`config.mk`:
```
export PLATFORM = sky130hd
export DESIGN_NAME = alu
export DESIGN_NICKNAME = d
export VERILOG_FILES = /design/src/rtl/alu.sv
export SDC_FILE = /design/constraint.sdc
export NUM_CORES = 1
export LEC_CHECK = 0
export ABC_AREA = 1
export CAP_MARGIN = 40
export CORE_MARGIN = 2
export CORE_UTILIZATION = 25
export CTS_BUF_LIST = sky130_fd_sc_hd__clkbuf_16
export DETAILED_ROUTE_END_ITERATION = 6
export SYNTH_ARGS = -nofsm -noshare
export SYNTH_HDL_FRONTEND = slang
export SYNTH_SLANG_ARGS = --single-unit
export TNS_END_PERCENT = 20
```
`constraint.sdc`:
```
create_clock -name clk -period 2.6 [get_ports clk]
set_input_delay 0.78 -clock clk [delete_from_list [all_inputs] [get_ports clk]]
set_output_delay 0.78 -clock clk [all_outputs]
set_load 0.05 [all_outputs]
```
`src/rtl/alu.sv`:
```
// Nibble ALU: one registered 4-bit operation per accepted input, with a carry or
// shift-out bit so wider words can be processed as chained nibble operations.
module alu (
  input  logic       clk,
  input  logic       rst,
  input  logic       in_valid,
  input  logic [2:0] cmd,
  input  logic       carry_in,
  input  logic       b_inv,
  input  logic       carry_disable,
  input  logic [3:0] d1,
  input  logic [3:0] d2,
  output logic       out_valid,
  output logic [3:0] res,
  output logic       carry_out,
  output logic       zero
);

  localparam logic [2:0] CMD_ADD   = 3'b000;
  localparam logic [2:0] CMD_RSHFT = 3'b001;
  localparam logic [2:0] CMD_AND   = 3'b010;
  localparam logic [2:0] CMD_OR    = 3'b011;
  localparam logic [2:0] CMD_XOR   = 3'b100;
  localparam logic [2:0] CMD_LSHFT = 3'b101;

  logic [3:0] b_s;
  logic       cin_s;
  logic [4:0] sum_s;
  logic [3:0] res_s;
  logic       cout_s;

  logic [3:0] res_r;
  logic       cout_r;
  logic       zero_r;
  logic       valid_r;

  // Operand preparation and adder; the carry mux keeps a don't-care carry_in out of the sum
  always_comb begin
    b_s   = b_inv ? ~d2 : d2;
    cin_s = carry_disable ? 1'b0 : carry_in;
    sum_s = {1'b0, d1} + {1'b0, b_s} + {4'b0000, cin_s};
  end

  // Result and carry/shift-out selection; shifts use raw d2 and never look at d1
  always_comb begin
    res_s  = 4'h0;
    cout_s = 1'b0;
    case (cmd)
      CMD_ADD: begin
        res_s  = sum_s[3:0];
        cout_s = carry_disable ? 1'b0 : sum_s[4];
      end
      CMD_RSHFT: begin
        res_s  = {carry_in, d2[3:1]};
        cout_s = d2[0];
      end
      CMD_AND: begin
        res_s  = d1 & b_s;
        cout_s = 1'b0;
      end
      CMD_OR: begin
        res_s  = d1 | b_s;
        cout_s = 1'b0;
      end
      CMD_XOR: begin
        res_s  = d1 ^ b_s;
        cout_s = 1'b0;
      end
      CMD_LSHFT: begin
        res_s  = {d2[2:0], carry_in};
        cout_s = d2[3];
      end
      default: begin
        res_s  = 4'h0;
        cout_s = 1'b0;
      end
    endcase
  end

  // Output registers: reset wins, otherwise load on in_valid and hold when idle
  always_ff @(posedge clk) begin
    if (rst) begin
      res_r   <= 4'h0;
      cout_r  <= 1'b0;
      zero_r  <= 1'b1;
      valid_r <= 1'b0;
    end else if (in_valid) begin
      res_r   <= res_s;
      cout_r  <= cout_s;
      zero_r  <= (res_s == 4'h0);
      valid_r <= 1'b1;
    end else begin
      valid_r <= 1'b0;
    end
  end

  assign res       = res_r;
  assign carry_out = cout_r;
  assign zero      = zero_r;
  assign out_valid = valid_r;

endmodule

```
==> flow_summary.yaml <==
floorplanning:
  die_h_um: 61.2
  core_area_um2: 3080
  io_pins: 24
  core.rowCount: 20
  dieArea_um2: 3750
  start_util: 0.266
  die_x_um: 61.2
grt:
  busiest_layer: "met2"
  grt_first_pass_wirelength_mm: 3.52
  grt_use_met3: 0.0210
  antenna_found_initial: 0
  grt_pass1_vias: 818
  grt_use_met1: 0.170
  globalRouteTotalUtil: 0.123
  grt_util_met2: 0.196
  grt_overflow: 0
  grt_max_degree: 11
drt:
  wl_per_cell_um: 10.0
  drtIter0Drc: 22
  firstDrtPassIters: 4
  drt_wl_total_mm: 2.17
  vias_per_cell: 4.31
  drc: 0
  vias: 930
  postRouteAntennaNets: 0
logic_synthesis:
  synth.top_cells.by_area: "dfxtp_1, ha_1, nand2_1"
  synth_top_area_frac: 0.171
  ys_seq_area_frac: 0.171
  synthTopCellsByCount: "nand2_1, nor2_1, inv_1, ha_1, nand4_1"
  async_flop_share: 0
  synth_nets: 160
  yosysUniqueCellTypes: 20
  synth_seq_cells: 7
  synth_flop_cell: "dfxtp_1"
  syn_area_um2: 818
  synthCells: 133
  synth_warnings: 0
  synth_top_area_cell: "dfxtp_1"
  synth-edff-count: 0
  syn_avg_cell_area_um2: 6.15
cells_and_area:
  diodes: 0
  drive_above_1_share: 0.203
  multi_input_area_um2: 593
  area_growth_pct: 59.0
  fillers: 322
  nNetsFinal: 200
  ff_latch_area_um2: 140
worst_setup_path:
  slowest_stage: "fa_2"
  reg2reg_to: "res[0]$_SDFFE_PP0P_"
  cp_max_fo: 3
  critPathKind: "input pin to flop"
  crit_end: "zero$_SDFFE_PP1P_"
  reg2regPathDepth: 4
  cp_data_required_time_ns: 2.72
  critPathBufInv: 1
  cpMostUsedCell: "nand2_1"
  critPathTopFamily: "simple AND/OR/NAND/NOR gates"
  reg2reg_slack_ns: 1.94
  crit_path_end_kind: "flop"
  crit_path_start_kind: "input pin"
  path_depth: 10
  crit_start: "d2[1]"
  crit_chain: "clkdlybuf4s50_1 > xnor2_2 > fa_2 > nand3b_1 > nand2_1 > nor2_1 > nand2_1 > nor2_2 > nand3_1 > nand2_1"
  cpPeakStageDelay_ns: 0.47
  r2r-start: "res[0]$_SDFFE_PP0P_"
  arrival_ns: 2.49
sta:
  hold_violations: 0
  setup_viol: 0
  worstMarginPinSlew_ns: 0.495
  finalCritPeriodShare: 0.910
  min_period_ns: 2.37
  relSlewSlack: 0.669
  rsz0062_at_grt: "false"
  skew_ns: 0
  drv_slew: 0
  fmax_mhz: 423
  setup_tns_ns: 0
  setup_slack_ns: 0.233
clock_tree:
  root_buffer: "clkbuf_16"
  clk-insertion-delay-late_ns: 0.23
  cts_tree: "built"
  clkSinkCount: 7
  path_clk_slew_ns: 0.04
  cts_max_level: 1
  cts_buffer_depth: 2
  cts-hold-fix-buffers: 0
  numCtsBuffers: 3
worst_hold_path:
  hold_path_class: "flop to flop"
power_and_ir_drop:
  peakVddDrop_mv: 0.204
  powerDensity_nw_per_um2: 463
  p_leak_uw: 0.000687
placement:
  dp_slack_ns: -0.440
  place_congestion: 0.856
  place_hpwl_mm: 1.73
  portBuffers: 23
job:
  maxCapViolCount: 0
outcome:
  status: "completed"
[flip-flops by register name (all words and copies together) (netlist names)]
register,flops
zero,1
res,4
out_valid,1
carry_out,1
[through the flow]
step	util	total power, µW	hold WS, ns	cell area (µm²)	cells
after floorplan	-	250	0.732	827	133
after global placement	0.386	338	0.457	1190	210
after detailed placement	0.386	338	0.459	1190	210
after CTS	0.413	598	0.470	1270	214
after global routing	0.423	639	0.519	1300	216
final	0.423	603	0.466	1300	216
[final cells by class]
| class | instances | share of cell area |
|---|---|---|
| Clock buffer | 3 | 0.0577 |
| Timing Repair Buffer | 38 | 0.262 |
| Sequential cell | 7 | 0.108 |
| Inverter | 25 | 0.0721 |
| Multi-Input combinational cell | 98 | 0.456 |
| Tap cell | 44 | 0.0423 |
| Clock inverter | 1 | 0.00288 |
[what timing repair did]
action / in CTS / in global routing
setup endpoints to repair: 3 / 4
gates resized for setup: 5 / 12
setup buffers: 0 / 2
pin swaps: 3 / 5
[report_power, final]
| group | internal, µW | switching (µW) | leakage, µW |
|---|---|---|---|
| combinational | 101 | 124 | 0.000587 |
| clock | 200 | 58.0 | 0.0000423 |
| sequential | 117 | 3.88 | 0.0000581 |
[metal layers]
layer  part of all wire  up-vias
li1                   -      492
met1               0.49      416
met2               0.47       22
met3              0.040        0
met4                  0        0
met5                  0        -
[worst min path at each step]
| stage | start | end | slack, ns | depth (start not counted) |
|---|---|---|---|---|
| 4_1_cts | zero$_SDFFE_PP1P_ | zero$_SDFFE_PP1P_ | 0.47 | 2 |
| 5_1_grt | zero$_SDFFE_PP1P_ | zero$_SDFFE_PP1P_ | 0.52 | 2 |
| 3_5_place_dp | zero$_SDFFE_PP1P_ | zero$_SDFFE_PP1P_ | 0.46 | 2 |
| 3_3_place_gp | zero$_SDFFE_PP1P_ | zero$_SDFFE_PP1P_ | 0.46 | 2 |
| 2_1_floorplan | res[1]$_SDFFE_PP0P_ | res[1]$_SDFFE_PP0P_ | 0.73 | 2 |
| 6_report | zero$_SDFFE_PP1P_ | zero$_SDFFE_PP1P_ | 0.47 | 2 |
[cell usage in the layout (no fill, tap or decap), drive strengths merged, types with 3 or more instances in the layout]
master,n
nand2,28
xnor2,5
dfxtp,7
nor2,27
nand4,8
clkbuf,5
clkdlybuf4s50,18
buf,15
a21oi,4
ha,8
nand3,7
nor3,3
dlymetal6s2s,3
inv,26
[tightest hold or removal path, cell delays in order (launching register included)]
cell     delay, ns
dfxtp_1       0.32
a21oi_1       0.06
nand2_1       0.05
[kinds of logic after synthesis]
kind of cell    Yosys count  synth area share
fa+ha+maj                10             0.171
compound gates            7            0.0459
buf+inv                  28             0.141
flops                     7             0.171
xor+xnor                  5            0.0535
simple gates             76             0.417
(Power assumes the default switching activity.)
